--- src/rtl/rhythm_pkg.sv ---
// Shared judgement codes and session-state encodings for the rhythm-game pipeline.
// Used by the judgement stage, score/combo controller and display stages.
package rhythm_pkg;

  typedef enum logic [1:0] {
    JUDGE_NONE    = 2'b00,
    JUDGE_MISS    = 2'b01,
    JUDGE_NORMAL  = 2'b10,
    JUDGE_PERFECT = 2'b11
  } judge_e;

  typedef enum logic [1:0] {
    ST_IDLE = 2'b00,
    ST_PLAY = 2'b01,
    ST_DONE = 2'b10
  } state_e;

endpackage

--- src/rtl/score_bin2bcd.sv ---
// Sequential double-dabble binary-to-BCD converter with a start/busy/done handshake.
// A start while busy aborts the running conversion and reloads the new value.
module score_bin2bcd #(
  parameter int SCORE_W    = 20,
  parameter int BCD_DIGITS = 7
) (
  input  logic                    clk,
  input  logic                    rst,
  input  logic                    i_start,
  input  logic [SCORE_W-1:0]      i_bin,
  output logic                    o_busy,
  output logic                    o_done,
  output logic [4*BCD_DIGITS-1:0] o_bcd
);

  localparam int BCD_W = 4 * BCD_DIGITS;
  localparam int SH_W  = BCD_W + SCORE_W;
  localparam int CW    = $clog2(SCORE_W + 1);

  logic [SH_W-1:0]  sh_q, sh_d, adj;
  logic [CW-1:0]    cnt_q, cnt_d;
  logic             busy_q, busy_d;
  logic [BCD_W-1:0] bcd_q, bcd_d;

  // NOTE: every always_comb output gets a default first so no path leaves it unassigned (no latches).
  always_comb begin
    adj = sh_q;
    for (int d = 0; d < BCD_DIGITS; d++) begin
      if (adj[SCORE_W+4*d +: 4] >= 4'd5) adj[SCORE_W+4*d +: 4] = adj[SCORE_W+4*d +: 4] + 4'd3;
    end

    sh_d   = sh_q;
    cnt_d  = cnt_q;
    busy_d = busy_q;
    bcd_d  = bcd_q;
    if (i_start) begin
      sh_d   = {{BCD_W{1'b0}}, i_bin};
      cnt_d  = CW'(SCORE_W);
      busy_d = 1'b1;
    end else if (busy_q) begin
      if (cnt_q != '0) begin
        sh_d  = adj << 1;
        cnt_d = cnt_q - 1'b1;
      end else begin
        busy_d = 1'b0;
        bcd_d  = sh_q[SH_W-1 -: BCD_W];
      end
    end
  end

  // NOTE: sequential state is updated with non-blocking assignments only.
  always_ff @(posedge clk) begin
    if (rst) begin
      sh_q   <= '0;
      cnt_q  <= '0;
      busy_q <= 1'b0;
      bcd_q  <= '0;
    end else begin
      sh_q   <= sh_d;
      cnt_q  <= cnt_d;
      busy_q <= busy_d;
      bcd_q  <= bcd_d;
    end
  end

  assign o_busy = busy_q;
  assign o_done = busy_q && (cnt_q == '0);
  assign o_bcd  = bcd_q;

endmodule

--- src/rtl/score_combo_ctrl.sv ---
// Score / combo / grade-count controller with IDLE-PLAY-DONE session FSM.
// Optional background BCD conversion of the score is enabled with `define SCORE_BCD_EN.
module score_combo_ctrl
  import rhythm_pkg::*;
#(
  parameter int SCORE_W    = 20,
  parameter int CNT_W      = 10,
  parameter int PTS_PERF   = 100,
  parameter int PTS_NORM   = 50,
  parameter int COMBO_X2   = 10,
  parameter int COMBO_X3   = 30,
  parameter int BCD_DIGITS = 7
) (
  input  logic                    clk,
  input  logic                    rst,
  input  logic [1:0]              i_judge,
  input  logic                    i_start,
  input  logic                    i_song_end,
  output logic [SCORE_W-1:0]      o_score,
  output logic [CNT_W-1:0]        o_combo,
  output logic [CNT_W-1:0]        o_max_combo,
  output logic [CNT_W-1:0]        o_perf_cnt,
  output logic [CNT_W-1:0]        o_norm_cnt,
  output logic [CNT_W-1:0]        o_miss_cnt,
  output logic                    o_playing,
  output logic                    o_done,
  output logic                    o_full_combo,
  output logic [4*BCD_DIGITS-1:0] o_score_bcd,
  output logic                    o_bcd_valid
);

  localparam int SW2 = SCORE_W + 2;

  state_e             state_q, state_d;
  logic [1:0]         judge_q, judge_d;
  logic [SCORE_W-1:0] score_q, score_d;
  logic [CNT_W-1:0]   combo_q, combo_d, max_q, max_d;
  logic [CNT_W-1:0]   perf_q, perf_d, norm_q, norm_d, miss_q, miss_d;

  logic               is_event, is_hit;
  logic [CNT_W-1:0]   combo_inc;
  logic [31:0]        combo_ext;
  logic [SW2-1:0]     pts_w, add_w, sum_w;

  assign is_event  = (i_judge != JUDGE_NONE) && (i_judge != judge_q);
  assign is_hit    = (i_judge == JUDGE_NORMAL) || (i_judge == JUDGE_PERFECT);
  assign combo_inc = (&combo_q) ? combo_q : combo_q + 1'b1;
  assign combo_ext = 32'(combo_inc);
  assign pts_w     = (i_judge == JUDGE_PERFECT) ? SW2'(PTS_PERF) : SW2'(PTS_NORM);
  assign add_w     = (combo_ext >= 32'(COMBO_X3)) ? pts_w + (pts_w << 1) :
                     (combo_ext >= 32'(COMBO_X2)) ? (pts_w << 1) : pts_w;
  assign sum_w     = {2'b00, score_q} + add_w;

  always_comb begin
    state_d = state_q;
    judge_d = i_judge;
    score_d = score_q;
    combo_d = combo_q;
    max_d   = max_q;
    perf_d  = perf_q;
    norm_d  = norm_q;
    miss_d  = miss_q;

    case (state_q)
      ST_IDLE: if (i_start) state_d = ST_PLAY;
      ST_PLAY: if (!i_start && i_song_end) state_d = ST_DONE;
      ST_DONE: if (i_start) state_d = ST_PLAY;
      default: state_d = ST_IDLE;
    endcase

    // A start wins over any event sampled on the same edge.
    if (i_start) begin
      score_d = '0;
      combo_d = '0;
      max_d   = '0;
      perf_d  = '0;
      norm_d  = '0;
      miss_d  = '0;
    end else if (state_q == ST_PLAY && is_event) begin
      if (is_hit) begin
        combo_d = combo_inc;
        score_d = (sum_w > {2'b00, {SCORE_W{1'b1}}}) ? {SCORE_W{1'b1}} : sum_w[SCORE_W-1:0];
        if (combo_inc > max_q) max_d = combo_inc;
        if (i_judge == JUDGE_PERFECT) begin
          if (!(&perf_q)) perf_d = perf_q + 1'b1;
        end else begin
          if (!(&norm_q)) norm_d = norm_q + 1'b1;
        end
      end else begin
        combo_d = '0;
        if (!(&miss_q)) miss_d = miss_q + 1'b1;
      end
    end
  end

  always_ff @(posedge clk) begin
    if (rst) begin
      state_q <= ST_IDLE;
      judge_q <= 2'b00;
      score_q <= '0;
      combo_q <= '0;
      max_q   <= '0;
      perf_q  <= '0;
      norm_q  <= '0;
      miss_q  <= '0;
    end else begin
      state_q <= state_d;
      judge_q <= judge_d;
      score_q <= score_d;
      combo_q <= combo_d;
      max_q   <= max_d;
      perf_q  <= perf_d;
      norm_q  <= norm_d;
      miss_q  <= miss_d;
    end
  end

  assign o_score      = score_q;
  assign o_combo      = combo_q;
  assign o_max_combo  = max_q;
  assign o_perf_cnt   = perf_q;
  assign o_norm_cnt   = norm_q;
  assign o_miss_cnt   = miss_q;
  assign o_playing    = (state_q == ST_PLAY);
  assign o_done       = (state_q == ST_DONE);
  assign o_full_combo = (state_q == ST_DONE) && (miss_q == '0) && ((perf_q != '0) || (norm_q != '0));

`ifdef SCORE_BCD_EN
  logic [SCORE_W-1:0] seen_q, seen_d;
  logic               valid_q, valid_d;
  logic               conv_start, conv_busy, conv_done;

  // A score change seen one cycle late restarts the converter and invalidates the display.
  assign conv_start = (score_q != seen_q);

  always_comb begin
    seen_d  = score_q;
    valid_d = valid_q;
    if (conv_start)     valid_d = 1'b0;
    else if (conv_done) valid_d = 1'b1;
  end

  always_ff @(posedge clk) begin
    if (rst) begin
      seen_q  <= '0;
      valid_q <= 1'b1;
    end else begin
      seen_q  <= seen_d;
      valid_q <= valid_d;
    end
  end

  score_bin2bcd #(
    .SCORE_W   (SCORE_W),
    .BCD_DIGITS(BCD_DIGITS)
  ) u_bin2bcd (
    .clk    (clk),
    .rst    (rst),
    .i_start(conv_start),
    .i_bin  (score_q),
    .o_busy (conv_busy),
    .o_done (conv_done),
    .o_bcd  (o_score_bcd)
  );

  assign o_bcd_valid = valid_q && !conv_busy;
`else
  assign o_score_bcd = '0;
  assign o_bcd_valid = 1'b0;
`endif

endmodule

--- config.mk ---
export PLATFORM = sky130hd
export DESIGN_NAME = score_combo_ctrl
export DESIGN_NICKNAME = d
export VERILOG_FILES = /design/src/rtl/rhythm_pkg.sv /design/src/rtl/score_bin2bcd.sv /design/src/rtl/score_combo_ctrl.sv
export SDC_FILE = /design/constraint.sdc
export NUM_CORES = 1
export LEC_CHECK = 0
export CORE_ASPECT_RATIO = 1.1
export CORE_UTILIZATION = 55
export CTS_CLUSTER_DIAMETER = 30
export DETAILED_ROUTE_END_ITERATION = 7
export MAX_ROUTING_LAYER = met4
export PLACE_DENSITY = 0.93
export SLEW_MARGIN = 40
export SYNTH_ARGS = -nofsm -noshare
export SYNTH_HDL_FRONTEND = slang
export SYNTH_SLANG_ARGS = --single-unit
--- constraint.sdc ---
create_clock -name clk -period 13.9 [get_ports clk]
set_input_delay 3.475 -clock clk [delete_from_list [all_inputs] [get_ports clk]]
set_output_delay 3.475 -clock clk [all_outputs]
set_load 0.03 [all_outputs]
==> results.json, run 1 <==
{
  "ys_types": 74,
  "critical_path.top_delay_family": "compound AO/OA/AOI/OAI gates",
  "grt_max_degree": 64,
  "dp_hpwl_um": 8110,
  "portBuffers": 78,
  "power_density_nw_per_um2": 87.7,
  "rows": 34,
  "max_slew_margin_pct": 47.4,
  "finalSetupViolations": 0,
  "yosysSeqAreaShare_pct": 32.4,
  "outcome": "complete, no violations",
  "die_area_um2": 8680,
  "yosysTopAreaCellShare_pct": 32.4,
  "hold_buffers": 0,
  "syn2layout_area_growth_pct": 21.7,
  "drtAntennaViolNets": 0,
  "cts-htree-levels": 3,
  "viasPerCell": 5.78,
  "endpoint_kind": "flop",
  "fmax_mhz": 142,
  "max_stage_delay_ns": 0.63,
  "path_class": "in2reg",
  "ys_ff_latch": 74,
  "drt_pre_antenna_iters": 5,
  "synth_area_um2": 4570,
  "hold_viol": 0,
  "post_cts_buffers": 0,
  "grt_pass1_vias": 4125,
  "synth_most_common_cell": "dfxtp_1",
  "postSynthCellCount": 549,
  "ioPinCount": 108,
  "leakage_nw": 2.06,
  "worst_pin_slew_ns": 0.787,
  "postRouteWirelength_um": 11500,
  "initial_utilization_pct": 57.1,
  "synthTopCellsByArea": "dfxtp_1 (32%), ha_1 (7.4%), nor2_1 (5.4%)",
  "drc_errors": 0,
  "crit_chain": "clkdlybuf4s50_1 > nand2_1 > inv_1 > ha_1 > or2_2 > ha_1 > a21o_1 > a21oi_1 > o21ai_0 > a31oi_1 > nor2_1 > nor2_1 > a221oi_1",
  "drt-initial-drc-count": 169,
  "hold_class": "reg2reg",
  "yosysWarnings": 0,
  "cts_tree": "yes",
  "vias": 4241,
  "post-place-ws_ns": 6.57,
  "root_buffer": "clkbuf_8",
  "synthArstFlopShare_pct": 0,
  "nFillCells": 625,
  "ir_worst_vdd_mv": 0.0573,
  "grtUsageTotal_pct": 28.4,
  "hold_depth": 2,
  "die_x_um": 88.9,
  "clockBufferDepth": 2,
  "timing.final.ws_setup_ns": 6.85,
  "cts_resized": 0,
  "nNetsFinal": 655,
  "core_area_um2": 8000,
  "period_needed_ns": 7.05,
  "crit_cells": 13,
  "crit_fanout": 9,
  "worstSkewPairLatency_ns": 0.36,
  "diodes": 0,
  "r2r_cells": 16,
  "clock-sinks": 74,
  "min_period_over_period_pct": 50.7,
  "grt_pass1_wl_um": 19000,
  "cp_data_required_time_ns": 14.10,
  "dieHeight_um": 97.6,
  "fin_skew_ns": 0.00888,
  "rsz0062_at_grt": "false",
  "cap_violations": 0,
  "finalWeightedCongestion": 0.931,
  "cp-start-kind": "input pin",
  "grt.overflow.total": 0,
  "syn_avg_cell_area_um2": 8.33,
  "critPathSlowestCell": "clkdlybuf4s50_1",
  "antenna_found_initial": 0,
  "slew_violations": 0,
  "crit_buf_inv": 2,
  "cp.arrival_ns": 7.25,
  "synthTopCellsByCount": "dfxtp_1 (74), nor2_1 (66), inv_1 (35)",
  "cts_buffers": 9,
  "path_clk_slew_ns": 0.09,
  "synth_ff_type": "dfxtp_1",
  "synth_edf_count": 0,
  "yosysTopAreaCell": "dfxtp_1",
  "post_drt_wl_per_cell_um": 15.7,
  "layout-drive-gt1-share_pct": 7.19,
  "setup_tns_ns": 0
}
area by class of cell:
| class | count | area [um^2] | area share, % |
|---|---|---|---|
| Clock buffer | 9 | 124 | 2.23 |
| Clock inverter | 7 | 149 | 2.68 |
| Inverter | 35 | 131 | 2.36 |
| Multi-Input combinational cell | 423 | 2760 | 49.7 |
| Sequential cell | 74 | 1480 | 26.6 |
| Tap cell | 108 | 135 | 2.43 |
| Timing Repair Buffer | 78 | 781 | 14.0 |
layout by cell type, fill, tap and decap left out, types with 8 or more instances in the layout:
master / netlist / final
inv_1: 35 / 35
xnor2_1: 26 / 26
clkdlybuf4s50_1: 0 / 78
dfxtp_1: 74 / 74
nand3_1: 24 / 24
nand4_1: 11 / 11
a21oi_1: 34 / 34
clkbuf_8: 0 / 9
xor2_1: 14 / 14
a22oi_1: 8 / 8
conb_1: 1 / 29
o21ai_0: 27 / 27
ha_1: 27 / 27
nor3_1: 18 / 18
nor2_1: 66 / 66
nand2_1: 30 / 30
tightest hold or removal path, stage by stage (launching register included):
cell and delay (ns):
dfxtp_1 0.34, o21ai_2 0.07, a21oi_2 0.05
kinds of logic (layout without fill, tap and decap cells):
group	after synthesis	after routing	share of synthesized area (%)
and+or+nand+nor	198	198	22.2
muxes	9	9	2.35
xor gates and xnor gates	40	40	7.67
buffers and inverters	80	129	9.50
AOI/OAI and AO/OA	119	119	17.9
DFF	74	74	32.4
adders and majority gates	28	28	7.83
other	1	29	0.0820
per-layer routing:
metal  share of wire [%]  up-vias  global-route usage (%)
li1                    -     2015                       -
met5                   0        -                       -
met4                 2.4        0                    12.4
met2                  51      181                    47.2
met3                 5.6       32                    4.25
met1                  41     2013                    33.5
sequential cells by signal (all words and copies together) (netlist names):
| signal | cells |
|---|---|
| judge_q | 2 |
| state_q | 2 |
| o_norm_cnt | 10 |
| o_perf_cnt | 10 |
| o_max_combo | 10 |
| o_score | 20 |
| o_miss_cnt | 10 |
| o_combo | 10 |
power breakdown:
group          switching (W)  internal [W]
sequential        0.00000177      0.000213
combinational      0.0000306     0.0000108
clock              0.0000916      0.000140
path summary, 6_finish.rpt:
path                        from              to  slack, ns
setup / recovery      i_judge[1]      o_score[2]       6.85
setup reg to reg      o_combo[0]      o_score[2]       8.75
hold reg to reg   o_max_combo[5]  o_max_combo[5]       0.49
hold / removal    o_max_combo[5]  o_max_combo[5]       0.49
through the flow:
step	instance area (um^2)	power, W	instances	hold WS [ns]	utilization (%)
floorplan	4680	0.000258	577	0.419	-
global placement	5290	0.000259	718	0.437	66.1
detailed placement	5290	0.000261	718	0.462	66.2
CTS	5560	0.000488	734	0.495	69.6
global route	5560	0.000500	734	0.514	69.6
finish	5560	0.000488	734	0.490	69.6
Power figures use the tool's default switching activity.
==> run 2: changes to the inputs <==
--- a/config.mk
+++ b/config.mk
@@ -6,11 +6,11 @@
 export NUM_CORES = 1
 export LEC_CHECK = 0
 export CORE_ASPECT_RATIO = 1.1
-export CORE_UTILIZATION = 55
+export CORE_UTILIZATION = 46
 export CTS_CLUSTER_DIAMETER = 30
 export DETAILED_ROUTE_END_ITERATION = 7
 export MAX_ROUTING_LAYER = met4
-export PLACE_DENSITY = 0.93
+export PLACE_DENSITY = 0.84
 export SLEW_MARGIN = 40
 export SYNTH_ARGS = -nofsm -noshare
 export SYNTH_HDL_FRONTEND = slang
==> constraint.sdc (replaced) <==
create_clock -name clk -period 6.2 [get_ports clk]
set_input_delay 1.55 -clock clk [delete_from_list [all_inputs] [get_ports clk]]
set_output_delay 1.55 -clock clk [all_outputs]
set_load 0.03 [all_outputs]
==> run 2 against run 1 <==
Net effect:
- sequential cell count did not move
- sequential share of layout area rose by 0.33 points
- combinational power rose by 120%
- sequential power rose by 120%
- utilization fell by 12 points
- cell area fell by 1.2%
- non-clock buffer count did not move
- setup slack got worse by 5.8 ns
- clock skew rose by 0.0064 ns
- register-to-register slack got worse by 7.7 ns
- clock power rose by 58%
- routed wire length fell by 6.9%
==> results.json, run 2 (same netlist as run 1, synthesis figures left out) <==
{
  "leakage_nw": 2.02,
  "die_x_um": 97.0,
  "final_cell_mix": "clkdlybuf4s50_1 (78), dfxtp_1 (74), nor2_1 (65)",
  "post_cts_buffers": 0,
  "max_stage_delay_ns": 0.63,
  "hold_class": "reg2reg",
  "worst_pin_slew_ns": 0.731,
  "dieHeight_um": 107,
  "diodes": 0,
  "nNetsFinal": 655,
  "grt.overflow.total": 0,
  "root_buffer": "clkbuf_8",
  "cp.arrival_ns": 5.35,
  "cp-start-kind": "flop",
  "nFillCells": 810,
  "crit_path_frequent_cell": "ha_1",
  "cts_tree": "yes",
  "period_needed_ns": 5.16,
  "antenna_found_initial": 0,
  "die_area_um2": 10300,
  "rsz0062_at_grt": "false",
  "drt-initial-drc-count": 350,
  "fin_skew_ns": 0.0152,
  "layout-drive-gt1-share_pct": 7.19,
  "critical_path.top_delay_family": "compound AO/OA/AOI/OAI gates",
  "worstSkewPairLatency_ns": 0.35,
  "hold_buffers": 0,
  "initial_utilization_pct": 48.2,
  "busiest_layer": "met2",
  "multi_input_area_um2": 2770,
  "core_area_um2": 9490,
  "cts_buffers": 9,
  "grtUsageMet3_pct": 4.40,
  "rows": 37,
  "crit_fanout": 8,
  "grt_pass1_wl_um": 17100,
  "finalSetupViolations": 0,
  "seq_area_um2": 1480,
  "cts-htree-levels": 3,
  "clock-sinks": 74,
  "hold_viol": 0,
  "largest_register_ffs": 20,
  "grtUsageTotal_pct": 20.6,
  "ir_worst_vdd_mv": 0.125,
  "use_met2_pct": 34.1,
  "finalWeightedCongestion": 0.905,
  "postRouteWirelength_um": 10700,
  "portBuffers": 78,
  "ioPinCount": 108,
  "cap_violations": 0,
  "final_common_cell": "clkdlybuf4s50_1",
  "path_clk_slew_ns": 0.08,
  "post_drt_wl_per_cell_um": 14.5,
  "drt_pre_antenna_iters": 5,
  "drtAntennaViolNets": 0,
  "max_slew_margin_pct": 51.2,
  "crit_buf_inv": 0,
  "viasPerCell": 5.61,
  "drc_errors": 0,
  "min_period_over_period_pct": 83.2,
  "setup_tns_ns": 0,
  "slew_violations": 0,
  "vias": 4170,
  "path_class": "reg2reg",
  "grt_max_degree": 64,
  "fmax_mhz": 194,
  "hold_ws_ns": 0.475,
  "grt.met1_usage_pct": 24.6,
  "outcome": "complete, no violations",
  "power_density_nw_per_um2": 171,
  "cp_data_required_time_ns": 6.39,
  "grt_pass1_vias": 3700,
  "syn2layout_area_growth_pct": 20.2,
  "endpoint_kind": "flop",
  "crit_chain": "ha_1 > and4_4 > nand3_2 > mux2_2 > or2_2 > a211o_1 > ha_1 > or2_2 > ha_1 > a21o_1 > a21oi_1 > o21ai_0 > a31oi_1 > nor2_1 > nor2_1 > a221oi_1",
  "dp_hpwl_um": 7860,
  "critPathSlowestCell": "a31oi_1",
  "clockBufferDepth": 2,
  "cts_resized": 0
}
-- run 2: cell count changes in the layout (fill, tap and decap cells not counted), sizes merged --
| cell | previous run | this run |
|---|---|---|
| bufinv | 4 | 0 |
| clkbuf | 9 | 13 |
| clkinvlp | 0 | 1 |
| inv | 37 | 36 |
-- run 2: metrics by stage --
stage / power, W / util [%] / setup slack, ns / area [um^2] / cells
after CTS: 0.000943 / 57.9 / 1.11 / 5490 / 743
final: 0.000940 / 57.9 / 1.04 / 5500 / 743
after floorplan: 0.000579 / - / 1.51 / 4680 / 577
after global routing: 0.000967 / 57.9 / 0.678 / 5500 / 743
after global placement: 0.000582 / 55.8 / 0.966 / 5300 / 727
after detailed placement: 0.000585 / 55.9 / 0.827 / 5300 / 727
-- run 2: routing by layer --
| metal | part of all wire (%) | vias up |
|---|---|---|
| met4 | 1.7 | 0 |
| met5 | 0 | - |
| met3 | 6.6 | 21 |
| met1 | 44 | 1953 |
| met2 | 48 | 177 |
| li1 | - | 2019 |
-- run 2: final cells by class --
cell class	count	share of cell area, %
multi-input cells	423	50.3
flip-flops and latches	74	27.0
repair buffers	78	14.2
clock buffers	13	3.07
well taps	117	2.66
inverters	35	2.39
clock inverters	3	0.387
-- run 2: power breakdown --
group          internal [W]  switching, W
clock              0.000179      0.000186
combinational     0.0000243     0.0000676
sequential         0.000479    0.00000375
-- run 2: worst paths after layout --
check	start	cells past startpoint	endpoint	slack, ns
max reg2reg	o_combo[0]	16	o_score[2]	1.04
min reg2reg	state_q[1]	1	state_q[0]	0.48
min	state_q[1]	1	state_q[0]	0.48
max	o_combo[0]	16	o_score[2]	1.04
==> run 3: changes to the inputs <==
==> constraint.sdc (replaced) <==
create_clock -name clk -period 4.5 [get_ports clk]
set_input_delay 1.125 -clock clk [delete_from_list [all_inputs] [get_ports clk]]
set_output_delay 1.125 -clock clk [all_outputs]
set_load 0.03 [all_outputs]
==> run 3 against run 2 <==
Net effect:
- fmax grew 21%
- highest routed layer unchanged
- register-to-register slack got worse by 0.79 ns
- power is 41% higher
- combinational power grew 44%
- sequential share of layout area decreased by 0.47 points
- sequential power is 38% higher
- sequential cell count is the same
- cell area up 2.3%
- largest power group unchanged
==> results.json, run 3 (same netlist as run 1, synthesis figures left out) <==
{
  "fmax_mhz": 235,
  "power_density_nw_per_um2": 236,
  "drt_pre_antenna_iters": 5,
  "rows": 37,
  "root_buffer": "clkbuf_8",
  "period_needed_ns": 4.25,
  "layout-drive-gt1-share_pct": 10.2,
  "drt-initial-drc-count": 320,
  "largest_register_ffs": 20,
  "cp.arrival_ns": 4.48,
  "fin_util_pct": 59.2,
  "clockBufferDepth": 2,
  "timing.final.ws_setup_ns": 0.247,
  "core_area_um2": 9490,
  "placed_cells": 738,
  "path_class": "reg2reg",
  "antenna_found_initial": 0,
  "grt_pass1_vias": 3963,
  "regToRegEndpoint": "o_score[19]",
  "drc_errors": 0,
  "endpoint": "o_score[19]",
  "setup_tns_ns": 0,
  "post_drt_wl_per_cell_um": 14.6,
  "min_period_over_period_pct": 94.5,
  "ioPinCount": 108,
  "hold_viol": 0,
  "cp-start-kind": "flop",
  "cts_buffers": 9,
  "cts-htree-levels": 3,
  "grt_pass1_wl_um": 18200,
  "dieHeight_um": 107,
  "regToRegStartpoint": "o_combo[0]",
  "portBuffers": 78,
  "path_clk_slew_ns": 0.08,
  "grt_max_degree": 36,
  "crit_fanout": 7,
  "finalSetupViolations": 0,
  "slew_violations": 0,
  "max_stage_delay_ns": 0.40,
  "fin_skew_ns": 0.00733,
  "cap_violations": 0,
  "worstSkewPairLatency_ns": 0.35,
  "final_cell_mix": "clkdlybuf4s50_1 (78), dfxtp_1 (70), nor2_1 (65)",
  "final_common_cell": "clkdlybuf4s50_1",
  "r2r_cells": 20,
  "rsz0062_at_grt": "false",
  "nNetsFinal": 666,
  "hold_buffers": 0,
  "cp_data_required_time_ns": 4.73,
  "cts_resized": 0,
  "initial_utilization_pct": 48.2,
  "post_cts_buffers": 0,
  "hold_class": "reg2reg",
  "grtUsageTotal_pct": 22.0,
  "critPathLaunch": "o_combo[0]",
  "vias": 4182,
  "die_area_um2": 10300,
  "drtAntennaViolNets": 0,
  "die_x_um": 97.0,
  "viasPerCell": 5.55,
  "diodes": 0,
  "finalWeightedCongestion": 0.898,
  "dp_hpwl_um": 8160,
  "critPathSlowestCell": "dfxtp_4",
  "post-place-ws_ns": 0.0856,
  "fin_cells": 754,
  "postRouteWirelength_um": 11000,
  "worst_pin_slew_ns": 0.718,
  "clock-sinks": 74,
  "grt.overflow.total": 0,
  "crit_chain": "ha_4 > and4_4 > nand3_2 > mux2_2 > or2_2 > a211o_1 > inv_1 > ha_1 > mux2_4 > ha_1 > inv_1 > fa_1 > nor2b_1 > o21ai_0 > a21boi_1 > o2111ai_1 > buf_4 > a21oi_1 > xnor2_1 > o21ai_0",
  "r2r_slack_ns": 0.25,
  "ir_worst_vdd_mv": 0.168,
  "cts_tree": "yes",
  "max_slew_margin_pct": 52.1,
  "syn2layout_area_growth_pct": 23.0,
  "outcome": "complete, no violations",
  "leakage_nw": 2.08,
  "endpoint_kind": "flop"
}
-- run 3: metrics by stage --
step | instance area, um^2 | total power [W] | hold slack, ns
2_1_floorplan | 4680 | 0.000798 | 0.419
3_3_place_gp | 5390 | 0.000806 | 0.438
3_5_place_dp | 5390 | 0.000810 | 0.442
4_1_cts | 5590 | 0.00133 | 0.468
5_1_grt | 5620 | 0.00137 | 0.496
6_report | 5620 | 0.00133 | 0.465
-- run 3: how the worst min path moves through the flow --
| stage | start | endpoint | slack [ns] | cells past startpoint |
|---|---|---|---|---|
| final | state_q[1] | state_q[0] | 0.46 | 1 |
| after global routing | state_q[1] | state_q[0] | 0.50 | 1 |
| after CTS | state_q[1] | state_q[0] | 0.47 | 1 |
| after detailed placement | state_q[1] | state_q[0] | 0.44 | 1 |
| after global placement | state_q[1] | state_q[0] | 0.44 | 1 |
| after floorplan | state_q[1] | state_q[0] | 0.42 | 1 |
-- run 3: critical path, delay by kind of cell, from the launching register on --
family / cells / cell delay, ns
compound gates: 6 / 1.09
xor+xnor: 1 / 0.14
fa+ha+maj: 4 / 0.89
buf+inv: 3 / 0.34
flops: 1 / 0.40
mux: 2 / 0.49
simple gates: 4 / 0.79
-- run 3: cell type report --
cell class	instances	area, um^2
fillers	847	3870
multi-input cells	423	2790
clock inverters	6	65.1
well taps	117	146
inverters	35	131
repair buffers	89	863
clock buffers	10	138
flip-flops and latches	74	1490
-- run 3: power by group --
part	total, W	switching (W)	leakage (nW)	internal [W]
Combinational	0.000132	0.0000953	1.37	0.0000362
Sequential	0.000664	0.00000498	0.600	0.000659
Clock	0.000530	0.000258	0.103	0.000272
-- run 3: layer usage --
layer | vias to the layer above | routed length [um] | GRT usage [%]
met5 | - | 0 | -
met2 | 151 | 5240 | 36.1
met1 | 1981 | 4890 | 27.0
met4 | 0 | 200 | 9.06
li1 | 2032 | - | -
met3 | 18 | 700 | 3.35
